`src/rtl/uart_tx_if.sv`:
```
// Handshake and serial-line bundle between a word producer and the UART transmitter.
interface uart_tx_if #(
  parameter int unsigned BYTE = 8
) ();

  logic            tx_valid;
  logic [BYTE-1:0] tx_data;
  logic            tx_ready;
  logic            tx_out;
  logic            tx_busy;

  // Producer side: offers words, observes readiness and line state.
  modport master (
    output tx_valid,
    output tx_data,
    input  tx_ready,
    input  tx_out,
    input  tx_busy
  );

  // Transmitter side: accepts words, drives the serial line.
  modport slave (
    input  tx_valid,
    input  tx_data,
    output tx_ready,
    output tx_out,
    output tx_busy
  );

endinterface

```
`src/rtl/uart_tx.sv`:
```
// UART transmitter: one word per valid/ready handshake, framed as start,
// LSB-first data, optional parity and one or two stop bits. Bit timing is a
// counter cleared at frame acceptance so every bit is exactly BAUD_DIV clocks.
module uart_tx #(
  parameter int unsigned CLK_FRQ   = 250000000,
  parameter int unsigned BAUD_RATE = 115200,
  parameter int unsigned BYTE      = 8,
  parameter int unsigned PARITY    = 0,
  parameter int unsigned STOP_BITS = 1
) (
  input  logic       clk,
  input  logic       areset,
  uart_tx_if.slave   bus
);

  localparam int unsigned BAUD_DIV = CLK_FRQ / BAUD_RATE;
  localparam int unsigned CNT_W    = (BAUD_DIV > 1) ? $clog2(BAUD_DIV) : 1;
  localparam int unsigned IDX_W    = (BYTE > 1) ? $clog2(BYTE) : 1;
  // Unsupported parity codes fall back to no parity; anything but 2 stop bits means 1.
  localparam bit          PAR_EN   = (PARITY == 1) || (PARITY == 2);
  localparam bit          PAR_ODD  = (PARITY == 1);
  localparam int unsigned STOP_N   = (STOP_BITS == 2) ? 2 : 1;

  localparam logic [CNT_W-1:0] BAUD_LAST = CNT_W'(BAUD_DIV - 1);
  localparam logic [IDX_W-1:0] DATA_LAST = IDX_W'(BYTE - 1);
  localparam logic [IDX_W-1:0] STOP_LAST = IDX_W'(STOP_N - 1);

  typedef enum logic [2:0] {
    S_IDLE,
    S_START,
    S_DATA,
    S_PARITY,
    S_STOP
  } state_e;

  state_e            state_q,    state_d;
  logic [CNT_W-1:0]  baud_cnt_q, baud_cnt_d;
  logic [IDX_W-1:0]  bit_idx_q,  bit_idx_d;
  logic [BYTE-1:0]   shift_q,    shift_d;
  logic              parity_q,   parity_d;
  logic              tx_out_q,   tx_out_d;
  logic              tx_ready_q, tx_ready_d;
  logic              tx_busy_q,  tx_busy_d;

  logic              bit_end;

  assign bit_end = (baud_cnt_q == BAUD_LAST);

  // State, datapath and registered outputs; reset parks the line high and idle.
  always_ff @(posedge clk or posedge areset) begin
    if (areset) begin
      state_q    <= S_IDLE;
      baud_cnt_q <= '0;
      bit_idx_q  <= '0;
      shift_q    <= '0;
      parity_q   <= 1'b0;
      tx_out_q   <= 1'b1;
      tx_ready_q <= 1'b1;
      tx_busy_q  <= 1'b0;
    end else begin
      state_q    <= state_d;
      baud_cnt_q <= baud_cnt_d;
      bit_idx_q  <= bit_idx_d;
      shift_q    <= shift_d;
      parity_q   <= parity_d;
      tx_out_q   <= tx_out_d;
      tx_ready_q <= tx_ready_d;
      tx_busy_q  <= tx_busy_d;
    end
  end

  // Next-state sequencing and datapath updates; the baud counter only runs mid-frame.
  always_comb begin
    state_d    = state_q;
    baud_cnt_d = baud_cnt_q;
    bit_idx_d  = bit_idx_q;
    shift_d    = shift_q;
    parity_d   = parity_q;

    if (state_q != S_IDLE) begin
      baud_cnt_d = bit_end ? '0 : baud_cnt_q + CNT_W'(1);
    end

    case (state_q)
      S_IDLE: begin
        if (bus.tx_valid && tx_ready_q) begin
          shift_d    = bus.tx_data;
          parity_d   = PAR_ODD ? ~(^bus.tx_data) : (^bus.tx_data);
          baud_cnt_d = '0;
          bit_idx_d  = '0;
          state_d    = S_START;
        end
      end

      S_START: begin
        if (bit_end) begin
          state_d = S_DATA;
        end
      end

      S_DATA: begin
        if (bit_end) begin
          if (bit_idx_q == DATA_LAST) begin
            bit_idx_d = '0;
            state_d   = PAR_EN ? S_PARITY : S_STOP;
          end else begin
            bit_idx_d = bit_idx_q + IDX_W'(1);
            shift_d   = shift_q >> 1;
          end
        end
      end

      S_PARITY: begin
        if (bit_end) begin
          bit_idx_d = '0;
          state_d   = S_STOP;
        end
      end

      S_STOP: begin
        if (bit_end) begin
          if (bit_idx_q == STOP_LAST) begin
            bit_idx_d = '0;
            state_d   = S_IDLE;
          end else begin
            bit_idx_d = bit_idx_q + IDX_W'(1);
          end
        end
      end

      default: begin
        state_d    = S_IDLE;
        baud_cnt_d = '0;
        bit_idx_d  = '0;
      end
    endcase
  end

  // Output values for the state being entered, so the flops present them in that state.
  always_comb begin
    tx_out_d   = 1'b1;
    tx_ready_d = 1'b0;
    tx_busy_d  = 1'b1;

    case (state_d)
      S_IDLE: begin
        tx_ready_d = 1'b1;
        tx_busy_d  = 1'b0;
      end
      S_START:  tx_out_d = 1'b0;
      S_DATA:   tx_out_d = shift_d[0];
      S_PARITY: tx_out_d = parity_d;
      S_STOP:   tx_out_d = 1'b1;
      default:  tx_out_d = 1'b1;
    endcase
  end

  assign bus.tx_out   = tx_out_q;
  assign bus.tx_ready = tx_ready_q;
  assign bus.tx_busy  = tx_busy_q;

endmodule

```
`src/flat_wrapper.sv`:
```
// flat-port wrapper written by rule: the top's interface ports become plain ports
module uart_tx_flat 
#(
  parameter int unsigned CLK_FRQ   = 250000000,
  parameter int unsigned BAUD_RATE = 115200,
  parameter int unsigned BYTE      = 8,
  parameter int unsigned PARITY    = 0,
  parameter int unsigned STOP_BITS = 1
)
  (clk, areset, bus_tx_valid, bus_tx_data, bus_tx_ready, bus_tx_out, bus_tx_busy);
  uart_tx_if #(.BYTE(BYTE)) bus_i ();
  input  logic clk;
  input  logic areset;
  input wire logic [$bits(bus_i.tx_valid)-1:0] bus_tx_valid;
  input wire logic [$bits(bus_i.tx_data)-1:0] bus_tx_data;
  output wire logic [$bits(bus_i.tx_ready)-1:0] bus_tx_ready;
  output wire logic [$bits(bus_i.tx_out)-1:0] bus_tx_out;
  output wire logic [$bits(bus_i.tx_busy)-1:0] bus_tx_busy;
  assign bus_i.tx_valid = bus_tx_valid;
  assign bus_i.tx_data = bus_tx_data;
  assign bus_tx_ready = bus_i.tx_ready;
  assign bus_tx_out = bus_i.tx_out;
  assign bus_tx_busy = bus_i.tx_busy;
  uart_tx #(.CLK_FRQ(CLK_FRQ), .BAUD_RATE(BAUD_RATE), .BYTE(BYTE), .PARITY(PARITY), .STOP_BITS(STOP_BITS)) u_core (.clk(clk), .areset(areset), .bus(bus_i));
endmodule
```
`config.mk`:
```
export PLATFORM = sky130hd
export DESIGN_NAME = uart_tx_flat
export DESIGN_NICKNAME = d
export VERILOG_FILES = /design/src/rtl/uart_tx_if.sv /design/src/rtl/uart_tx.sv /design/src/flat_wrapper.sv
export SDC_FILE = /design/constraint.sdc
export NUM_CORES = 1
export LEC_CHECK = 0
export ABC_AREA = 0
export CORE_UTILIZATION = 55
export DETAILED_ROUTE_END_ITERATION = 7
export PLACE_DENSITY_LB_ADDON = 0.15
export SYNTH_ARGS = -nofsm -noshare
export SYNTH_HDL_FRONTEND = slang
export SYNTH_SLANG_ARGS = --single-unit
```
`constraint.sdc`:
```
create_clock -name clk -period 5.4 [get_ports clk]
set_input_delay 0.54 -clock clk [delete_from_list [all_inputs] [get_ports clk]]
set_output_delay 0.54 -clock clk [all_outputs]
set_load 0.02 [all_outputs]
```
; ---- Yosys cells after proc, flatten, opt, wreduce, memory -nomap -nowiden
; Index checks and enable logic that the tools add are counted.
[op_classes]
bitwise_logic = 1
reduce_logical = 10
n_addsub = 2
muxes = 28
order_cmp = 0
n_shift = 0
n_mul = 0
div_mod_pow = 0
n_eq_ne = 14
[ops]
columns = op, count
row1 = 3-bit two-way mux, 13
row2 = 12-bit two-way mux, 3
row3 = 3-bit one-hot mux with 5 select lines, 2
row4 = 8-bit two-way mux, 3
row5 = 12-bit one-hot mux with 2 select lines, 1
row6 = 8-bit one-hot mux with 2 select lines, 1
row7 = 12-bit by 1-bit adder with 12-bit output (second input constant), 1
row8 = 12-bit equality test (second input constant), 1
row9 = 3-bit by 2-bit equality test with 1-bit output (second input constant), 4
row10 = 3-bit zero test, 3
row11 = 2-bit by 1-bit inequality test with 1-bit output (second input constant), 4
row12 = 8-bit XOR reduction, 1
row13 = 3-bit by 1-bit equality test with 1-bit output (second input constant), 2
row14 = 3-bit equality test (second input constant), 2
row15 = 5-bit AND reduction, 1
row16 = 1-bit two-way mux, 4
row17 = 4-bit AND reduction, 1
row18 = 4-bit OR reduction, 1
row19 = 3-bit by 1-bit adder with 3-bit output (second input constant), 1
row20 = 1-bit one-hot mux with 3 select lines, 1
row21 = 3-bit nonzero test, 1
row22 = 2-bit inequality test (second input constant), 1
row23 = 2-bit nonzero test, 1
row24 = 1-bit logical AND, 1
row25 = 1-bit inverter, 1
[totals]
mem_bits_ro = 0
ff_bits = 30
memories = 0
mem_bits_rw = 0
latch_bits = 0
out_inout_bits = 3

; ---- Longest topological paths before layout
; Gate-level depths: netlist (run 1).
[depth]
word_depth = 6
mapped_depth = 8
ltp_nobuf = 7

; ---- Worst setup path after synthesis (run 1)
; OpenSTA, ideal clock, no wires.
[synth_path]
kind = flip-flop to flip-flop
from = register u_core.baud_cnt_q[1]
to = register u_core.shift_q[1]
t_arrival_ns = 2.227
setup_time_ns = 0.126
stages_incl_launch_ff = 9
period_less_slack_ns = 2.353
required_ns = 5.274
path_slack_ns = 3.047
cell_sequence = dfrtp_1 -> inv_1 -> ha_1 -> or4bb_1 -> nor3_4 -> a31oi_1 -> or3_1 -> buf_2 -> a221o_1
[synth_between]
elab_chain_cells = 3
[synth_rtl]
columns = element, line_no
row1 = start: declaration, uart_tx.sv:37  ; logic [CNT_W-1:0] baud_cnt_q, baud_cnt_d;
row2 = start signal: assignment, uart_tx.sv:62  ; baud_cnt_q <= baud_cnt_d;
row3 = 12-bit equality test, uart_tx.sv:47  ; assign bit_end = (baud_cnt_q == BAUD_LAST);
row4 = 2-bit by 1-bit inequality test with 1-bit output (no source line), n/a
row5 = 4-bit AND reduction (no source line), n/a
row6 = end signal: assignment, uart_tx.sv:64  ; shift_q <= shift_d;
row7 = end: declaration, uart_tx.sv:39  ; logic [BYTE-1:0] shift_q, shift_d;
; No other way between the ends.
; A chain may end at the register's enable or synchronous reset.

; ---- Worst setup path after layout (run 1)
[layout_path]
from = register u_core.baud_cnt_q[1]
to = register u_core.shift_q[2]
; The elaborated chain is that of the path after synthesis.

==> flow_metrics.tcl, run 1 <==
set metrics [dict create \
    whs_ns 0.513 \
    yosys.area.top_type "dfrtp_1" \
    cts_tree "yes" \
    layout-drive-gt1-share 0.0659 \
    first_pass_grt_wire_length_um 5460 \
    area_growth_syn_to_layout_pct 13.0 \
    port-buffer-count 13 \
    num_io_pins 14 \
    tritoncts.num_buffers 5 \
    cts_htree_levels 2 \
    critical_path_required_ns 5.62 \
    number_of_max_slew_violations_in_the_final_report 0 \
    drt-initial-drc-count 60 \
    postSynth.asyncResetShare 1.00 \
    core_region_area_um2 2780 \
    overall_routed_net_length_um 3070 \
    synth_area_per_cell_um2 9.87 \
    place_ws_ns 2.86 \
    post_drt_wl_per_cell_um 14.4 \
    starting_density 0.586 \
    layout.nets 197 \
    synth_cell_types 43 \
    ys_top_cells_by_area "dfrtp_1, xnor2_1, nor2_1" \
    startpoint "u_core.baud_cnt_q[1]$_DFF_PP0_" \
    hpwl_um 2270 \
    worst_setup_path_start_kind "flip-flop" \
    post_synth_inst_count 165 \
    first_global_vias 1248 \
    min_period_ns 2.58 \
    routed-via-count 1263 \
    postRouteAntennaNets 0 \
    antenna_cells 0 \
    floorplan.die_area_um2 3180 \
    route.detailed.vias_per_inst 5.93 \
    max-cap-violations 0 \
    cpMaxStageDelayCell "or4bb_1" \
    cts_root_buf "clkbuf_4" \
    timing.rr.start "u_core.baud_cnt_q[1]$_DFF_PP0_" \
    min_from "u_core.parity_q$_DFF_PP0_" \
    grt_overflow 0 \
    post_cts_hold_buffer_count 0 \
    critical_path.cell_chain "inv_1 -> ha_1 -> or4bb_1 -> nor3_4 -> a31oi_1 -> or3_1 -> a221o_1" \
    crit_fanout 9 \
    synth.yosys.seq_area_share 0.462 \
    final_hold_fails 0 \
    cts.reportedPaths.clkPinSlew_ns 0.09 \
    placement_rows 19 \
    detail_route.first_pass.iterations 4 \
    timing_worst_slew_pin_value_ns 1.09 \
    hp-class "flip-flop to flip-flop" \
    clk_latency_ns 0.33 \
    status "completed" \
    final.setup.worst_slack_ns 2.82 \
    period_share 0.478 \
    numPlacedInstances 205 \
    netlist_area_um2 1630 \
    worst_slew_margin_rel 0.276 \
    globalplace.congestion 0.834 \
    synth-edff-count 0 \
    cts-resized-gates 0 \
    power.leakage_nw 0.796 \
    finish.cell_count_without_fillers 213 \
    clock_skew_ns 0.00845 \
    number_of_antenna_violations_at_the_first_check_in_global_routing 0 \
    rsz0062_at_grt "no" \
    die_y_um 56.4 \
    max_freq_mhz 388 \
    synth_flop_cell "dfrtp_1" \
    worstSetupPathType "flip-flop to flip-flop" \
    detail_route.drc_violations 0 \
    gr-usage-all-layers 0.225 \
    setup_viol_count_final 0 \
    die_w_um 56.4 \
    critPathCaptureType "flip-flop" \
    synth.yosys.warnings 0 \
    maximum_number_of_pins_on_one_net_before_global_route_repair 31 \
    clock_tree.buffer_depth 2 \
    synth_seq_cells 30 \
    power.total_uw 385 \
    synth_top_area_frac 0.430 \
    setup_tns_ns 0 \
    crit_path_max_incr_delay_ns 0.56 \
    postSynthNetCount 181 \
    cts_post_setup_buffers_inserted 0 \
    ir_worst_vdd_mv 0.223 \
    tritoncts_num_sinks 30 \
    crit_arrival_ns 2.80 \
    power-per-cell-area_nw_per_um2 209 \
]
-- cell families (layout without fill, tap and decap cells) --
kind of cell | after synthesis | after routing | share of synthesized area
AO/OA/AOI/OAI | 33 | 33 | 0.154
AND/OR/NAND/NOR | 66 | 66 | 0.220
adder cells (fa/ha/maj) | 5 | 5 | 0.0384
flip-flops | 30 | 30 | 0.462
XOR/XNOR | 17 | 17 | 0.0914
buffers and inverters | 14 | 31 | 0.0338
-- through the flow --
step            util  area (um^2)
6_report       0.662         1840
5_1_grt        0.662         1840
4_1_cts        0.662         1840
3_5_place_dp   0.640         1780
3_3_place_gp   0.640         1780
2_1_floorplan      -         1630
-- cells in the final DEF (no fill, tap or decap), types with 2 or more instances in the layout --
cell type / instances
clkbuf_4: 5
o21ai_0: 5
a21o_1: 2
and3_1: 3
nor2_1: 17
inv_1: 10
or3_1: 4
nand2_1: 10
ha_1: 5
nor4_1: 3
clkdlybuf4s50_1: 13
dfstp_2: 2
and2_1: 7
xnor2_1: 14
o211ai_1: 2
a21oi_1: 3
nand3_1: 6
o32ai_1: 2
a221o_1: 6
nor3_1: 4
o31ai_1: 2
xor2_1: 3
nand2b_1: 4
dfrtp_1: 28
-- report_power, final --
group          leakage (nW)  total (mW)  internal [mW]  switching, mW
clock                0.0353       0.139         0.0630         0.0756
combinational         0.380      0.0220         0.0121        0.00988
sequential            0.381       0.225          0.225              0
-- metal layers --
layer,track usage,routed length [um],up-vias
met1,0.279,1410,591
met2,0.368,1430,31
met5,0,0,-
met3,0.0714,151,11
li1,-,-,630
met4,0.0767,74,0
-- flip-flops by register name, indices dropped and copies added, names as in the netlist --
| register | count |
|---|---|
| u_core.shift_q | 8 |
| u_core.bus.tx_out | 1 |
| u_core.baud_cnt_q | 12 |
| u_core.bit_idx_q | 3 |
| u_core.bus.tx_busy | 1 |
| u_core.parity_q | 1 |
| u_core.bus.tx_ready | 1 |
| u_core.state_q | 3 |
-- Yosys cell counts, drive strengths merged, types with 2 or more instances --
cell,instances
xnor2,14
buf,2
dfstp,2
o32ai,2
nand2b,4
clkbuf,2
and3,3
o21ai,6
or3,4
a21oi,3
nor3,5
xor2,3
and2,7
o211ai,2
nor4,3
ha,5
nand2,10
a221o,6
nand3,6
a21o,2
o31ai,2
nor2,17
dfrtp,28
inv,10
-- critical path: cells and delay by family, from the launching register on --
| family | cells | cell delay, ns |
|---|---|---|
| AOI/OAI and AO/OA | 2 | 0.51 |
| DFF | 1 | 0.41 |
| adders and majority gates | 1 | 0.14 |
| and+or+nand+nor | 3 | 1.33 |
| buffers and inverters | 1 | 0.08 |
-- layout make-up --
class                   instances  area, um^2
repair buffers                 13         130
multi-input cells             121         821
clock buffers                   7        55.1
inverters                      10        37.5
fillers                       235         941
well taps                      31        38.8
flip-flops and latches         30         753
clock inverters                 1        5.00
-- path summary, 6_finish.rpt --
kind	endpoint	slack, ns	cells past startpoint
setup / recovery	u_core.shift_q[2]$_DFFE_PP0P_	2.82	7
hold / removal	u_core.parity_q$_DFF_PP0_	0.51	2
setup reg to reg	u_core.shift_q[2]$_DFFE_PP0P_	2.82	7
hold reg to reg	u_core.parity_q$_DFF_PP0_	0.51	2
max in group asynchronous	u_core.bit_idx_q[1]$_DFFE_PP0P_	3.96	2
min in group asynchronous	u_core.baud_cnt_q[1]$_DFF_PP0_	0.78	2
Power figures use the tool's default switching activity.
==> run 2, diff against run 1 <==
==> constraint.sdc (replaced) <==
create_clock -name clk -period 2.7 [get_ports clk]
set_input_delay 0.27 -clock clk [delete_from_list [all_inputs] [get_ports clk]]
set_output_delay 0.27 -clock clk [all_outputs]
set_load 0.02 [all_outputs]
==> run 2 against run 1 <==
Critical path depth unchanged; core utilization increased by 1.8 points; clock power increased by 140%; via count increased by 4.2%; die area unchanged; total power increased by 110%; count of clock-buffer cells in the layout increased by 1; register-to-register slack got worse by 2.6 ns; global-route usage increased by 2.6 points; sequential power increased by 100%.
==> flow_metrics.tcl, run 2 (same netlist as run 1, synthesis figures left out) <==
set metrics [dict create \
    status "completed" \
    setup_tns_ns 0 \
    ir_worst_vdd_mv 0.396 \
    crit_arrival_ns 2.66 \
    period_share 0.908 \
    hpwl_um 2450 \
    overall_routed_net_length_um 3440 \
    critical_path.reg2reg.endpoint "u_core.bus.tx_busy$_DFF_PP0_" \
    final.setup.worst_slack_ns 0.248 \
    startpoint "u_core.baud_cnt_q[1]$_DFF_PP0_" \
    cts_root_buf "clkbuf_4" \
    worst_setup_path_start_kind "flip-flop" \
    number_of_max_slew_violations_in_the_final_report 0 \
    first_pass_grt_wire_length_um 6090 \
    setup.worst_path.end "u_core.bus.tx_busy$_DFF_PP0_" \
    worst_slew_margin_rel 0.541 \
    cts_htree_levels 2 \
    area_growth_syn_to_layout_pct 16.0 \
    clock_skew_ns 0.0117 \
    cts_post_setup_buffers_inserted 0 \
    timing_worst_slew_pin_value_ns 0.687 \
    hp-class "input port to asynchronous set/reset pin" \
    worstRegToRegCells 7 \
    port-buffer-count 13 \
    critPathCaptureType "flip-flop" \
    final_hold_fails 0 \
    power.leakage_nw 0.827 \
    detail_route.first_pass.iterations 4 \
    number_of_antenna_violations_at_the_first_check_in_global_routing 0 \
    max_freq_mhz 408 \
    crit_fanout 5 \
    num_io_pins 14 \
    setup_viol_count_final 0 \
    starting_density 0.586 \
    max-cap-violations 0 \
    maximum_number_of_pins_on_one_net_before_global_route_repair 20 \
    layout-drive-gt1-share 0.0914 \
    critical_path_required_ns 2.90 \
    drt-initial-drc-count 62 \
    cts.reportedPaths.clkPinSlew_ns 0.10 \
    grt_overflow 0 \
    die_w_um 56.4 \
    fillers 219 \
    cts-resized-gates 0 \
    post_drt_wl_per_cell_um 15.8 \
    layout.nets 201 \
    number_of_flip_flops_under_the_largest_register_name 12 \
    clk_latency_ns 0.34 \
    cts_tree "yes" \
    clock_tree.buffer_depth 2 \
    rsz0062_at_grt "no" \
    routed-via-count 1316 \
    globalplace.congestion 0.917 \
    top_registers "u_core.baud_cnt_q (12), u_core.shift_q (8)" \
    route.detailed.vias_per_inst 6.06 \
    placement_rows 19 \
    worstSetupPathType "flip-flop to flip-flop" \
    floorplan.die_area_um2 3180 \
    layout_commonest_cell "dfrtp_1" \
    core_occupancy_in_the_finished_layout 0.679 \
    registers.top_by_ff_count "u_core.baud_cnt_q" \
    place_ws_ns 0.320 \
    detail_route.drc_violations 0 \
    postRouteAntennaNets 0 \
    power-per-cell-area_nw_per_um2 438 \
    timing.rr.start "u_core.baud_cnt_q[1]$_DFF_PP0_" \
    tritoncts_num_sinks 30 \
    post_cts_hold_buffer_count 0 \
    antenna_cells 0 \
    first_global_vias 1359 \
    tritoncts.num_buffers 5 \
    core_region_area_um2 2780 \
    whs_ns 0.331 \
    gr-usage-all-layers 0.250 \
    r2r_slack_ns 0.25 \
    die_y_um 56.4 \
    layout_common_cells "dfrtp_1, nor2_1, xnor2_1" \
    min_period_ns 2.45 \
]
==> run 2: cell count changes in the layout (fill, tap and decap cells not counted), sizes merged <==
| cell | before | now |
|---|---|---|
| buf | 0 | 4 |
| clkbuf | 7 | 8 |
| clkinv | 1 | 0 |
==> run 2: area by class of cell <==
class | count | area, um^2 | share of cell area
clock buffers | 8 | 78.8 | 0.0417
inverters | 10 | 37.5 | 0.0199
multi-input cells | 121 | 821 | 0.434
flip-flops and latches | 30 | 753 | 0.399
well taps | 31 | 38.8 | 0.0205
repair buffers | 17 | 160 | 0.0848
==> run 2: worst min path at each step <==
stage,cells past startpoint,endpoint,start,slack [ns]
final,2,u_core.shift_q[6]$_DFFE_PP0P_,areset,0.33
after floorplan,1,u_core.baud_cnt_q[0]$_DFF_PP0_,areset,0.36
after global placement,2,u_core.parity_q$_DFF_PP0_,u_core.parity_q$_DFF_PP0_,0.48
after global routing,2,u_core.shift_q[7]$_DFFE_PP0P_,areset,0.41
after CTS,2,u_core.shift_q[2]$_DFFE_PP0P_,areset,0.36
after detailed placement,1,u_core.shift_q[6]$_DFFE_PP0P_,u_core.shift_q[7]$_DFFE_PP0P_,0.50
==> run 2: through the flow <==
step / area [um^2] / instances / power (mW)
floorplan: 1630 / 165 / 0.481
finish: 1890 / 217 / 0.827
CTS: 1890 / 217 / 0.834
global route: 1890 / 217 / 0.855
detailed placement: 1810 / 209 / 0.504
global placement: 1810 / 209 / 0.503
==> run 2: critical path, cell delays in order, from the launching register on <==
cell and delay, ns:
dfrtp_1 0.40, inv_1 0.08, ha_1 0.13, or4bb_1 0.57
or3_1 0.43, o21bai_1 0.15, o21ai_0 0.16, or3_1 0.40
==> run 2: metal layers <==
layer  up-vias  track usage  routed length, um
met1       654        0.315               1510
met2        28        0.410               1750
met4         0       0.0906                 51
met3         6       0.0714                128
met5         -            0                  0
li1        628            -                  -
==> run 2: power breakdown <==
part	internal [mW]	leakage, nW	switching (mW)
Combinational	0.0251	0.401	0.0210
Clock	0.178	0.0446	0.154
Sequential	0.449	0.381	0
Total	0.652	0.827	0.175
==> run 3, diff against run 2 <==
--- a/config.mk
+++ b/config.mk
@@ -6,6 +6,7 @@
 export NUM_CORES = 1
 export LEC_CHECK = 0
 export ABC_AREA = 0
+export CORE_MARGIN = 4
 export CORE_UTILIZATION = 55
 export DETAILED_ROUTE_END_ITERATION = 7
 export PLACE_DENSITY_LB_ADDON = 0.15
==> run 3 against run 2 <==
Sequential share of layout area grew 0.64 points; combinational power is essentially flat; setup slack improved by 0.023 ns; hold slack got worse by 0.078 ns; critical path depth is the same; sequential power about the same.
==> flow_metrics.tcl, run 3 (same netlist as run 1, synthesis figures left out) <==
set metrics [dict create \
    status "completed" \
    finish.cell_count_without_fillers 217 \
    post_cts_hold_buffer_count 0 \
    crit_arrival_ns 2.63 \
    sequentialPowerShare 0.607 \
    clock_skew_ns 0.0150 \
    number_of_antenna_violations_at_the_first_check_in_global_routing 0 \
    critical_path.reg2reg.endpoint "u_core.bus.tx_busy$_DFF_PP0_" \
    postPlaceCellArea_um2 1810 \
    grt.busiest_layer "met2" \
    port-buffer-count 13 \
    min_period_ns 2.43 \
    r2r_slack_ns 0.27 \
    critical_path_required_ns 2.90 \
    power.switching_uw 162 \
    ir_worst_vdd_mv 0.278 \
    grtUsageMet3 0.0558 \
    number_of_flip_flops_under_the_largest_register_name 12 \
    drt-initial-drc-count 71 \
    setup_viol_count_final 0 \
    detail_route.first_pass.iterations 4 \
    maximum_number_of_pins_on_one_net_before_global_route_repair 18 \
    post_drt_wl_per_cell_um 15.2 \
    globalplace.congestion 0.813 \
    worstRegToRegCells 7 \
    cts_post_setup_buffers_inserted 0 \
    hp-class "input port to asynchronous set/reset pin" \
    worst_setup_path_start_kind "flip-flop" \
    final_cell_area_excluding_filler_cells_um2 1860 \
    clk_latency_ns 0.33 \
    routed-via-count 1285 \
    crit_fanout 5 \
    starting_density 0.581 \
    first_pass_grt_wire_length_um 5750 \
    power_frac_clock 0.331 \
    core_region_area_um2 2810 \
    cts.reportedPaths.clkPinSlew_ns 0.09 \
    layout-drive-gt1-share 0.0753 \
    timing_worst_slew_pin_value_ns 0.663 \
    layout_commonest_cell "dfrtp_1" \
    area_growth_syn_to_layout_pct 14.1 \
    groute.layer.met1.usage 0.221 \
    combinationalPowerShare 0.062 \
    critical_path.cell_chain "inv_1 -> ha_1 -> or4bb_1 -> or3_1 -> o21bai_1 -> o21ai_0 -> or3_1" \
    cts_root_buf "clkbuf_4" \
    hpwl_um 2490 \
    core_occupancy_in_the_finished_layout 0.663 \
    gr-usage-all-layers 0.188 \
    critPathCaptureType "flip-flop" \
    registers.top_by_ff_count "u_core.baud_cnt_q" \
    power_switching_share 0.219 \
    placement_rows 19 \
    route.detailed.vias_per_inst 5.92 \
    timing.rr.start "u_core.baud_cnt_q[1]$_DFF_PP0_" \
    postRouteAntennaNets 0 \
    tritoncts_num_sinks 30 \
    max-cap-violations 0 \
    max_freq_mhz 412 \
    cpMaxStageDelayCell "or4bb_1" \
    globalRouteMet2Util 0.320 \
    clock_tree.buffer_depth 2 \
    die_w_um 62.4 \
    grt_overflow 0 \
    power-per-cell-area_nw_per_um2 398 \
    detail_route.drc_violations 0 \
    setup_tns_ns 0 \
    power.leakage_nw 0.809 \
    antenna_cells 0 \
    first_global_vias 1281 \
    worst_slew_margin_rel 0.557 \
    floorplan.die_area_um2 3900 \
    layout.nets 201 \
    cts-resized-gates 0 \
    layout_common_cells "dfrtp_1, nor2_1, xnor2_1" \
    final.setup.worst_slack_ns 0.271 \
    period_share 0.900 \
    place_ws_ns 0.308 \
    design_internal_power_uw 578 \
    number_of_max_slew_violations_in_the_final_report 0 \
    power.total_uw 739 \
    cts_tree "yes" \
    cts_htree_levels 2 \
    tritoncts.num_buffers 5 \
    overall_routed_net_length_um 3300 \
    whs_ns 0.253 \
    die_y_um 62.4 \
    crit_path_max_incr_delay_ns 0.55 \
    most_common_cell_type_on_the_critical_path "or3_1" \
    worstSetupPathType "flip-flop to flip-flop" \
    final_hold_fails 0 \
    num_io_pins 14 \
    numPlacedInstances 209 \
    top_registers "u_core.baud_cnt_q (12), u_core.shift_q (8)" \
    rsz0062_at_grt "no" \
]
-- run 3: cell count changes in the layout (fill, tap and decap cells not counted) --
cell	previous run	this run
clkbuf_1	0	3
clkbuf_8	3	0
-- run 3: worst max path at each step --
stage                                         startpoint                       endpoint  slack, ns
after global routing      u_core.baud_cnt_q[1]$_DFF_PP0_   u_core.bus.tx_busy$_DFF_PP0_       0.09
final                     u_core.baud_cnt_q[1]$_DFF_PP0_   u_core.bus.tx_busy$_DFF_PP0_       0.27
after detailed placement  u_core.baud_cnt_q[1]$_DFF_PP0_   u_core.bus.tx_busy$_DFF_PP0_       0.31
after floorplan           u_core.baud_cnt_q[1]$_DFF_PP0_  u_core.shift_q[1]$_DFFE_PP0P_       0.35
after CTS                 u_core.baud_cnt_q[1]$_DFF_PP0_   u_core.bus.tx_busy$_DFF_PP0_       0.28
after global placement    u_core.baud_cnt_q[1]$_DFF_PP0_   u_core.bus.tx_busy$_DFF_PP0_       0.38
-- run 3: final cells by class --
class	count	area, um^2
Fill cell	247	946
Clock buffer	8	48.8
Multi-Input combinational cell	121	821
Sequential cell	30	753
Inverter	10	37.5
Tap cell	31	38.8
Timing Repair Buffer	17	160
-- run 3: power by group through the flow --
stage / logic, mW / registers [mW] / clock network, mW
detailed placement: 0.0469 / 0.458 / 0
global route: 0.0515 / 0.449 / 0.279
floorplan: 0.0236 / 0.458 / 0
CTS: 0.0476 / 0.449 / 0.250
global placement: 0.0463 / 0.458 / 0
finish: 0.0459 / 0.449 / 0.244
-- run 3: per-layer routing --
layer	wire, um	vias to the layer above
met4	54	0
met1	1470	617
met2	1640	31
met5	0	-
met3	140	6
li1	-	631
-- run 3: worst max-delay path: cells and delay by family, from the launching register on --
kind | cells | cell delay [ns]
simple gates | 3 | 1.36
flops | 1 | 0.40
compound gates | 2 | 0.31
fa+ha+maj | 1 | 0.14
buf+inv | 1 | 0.09
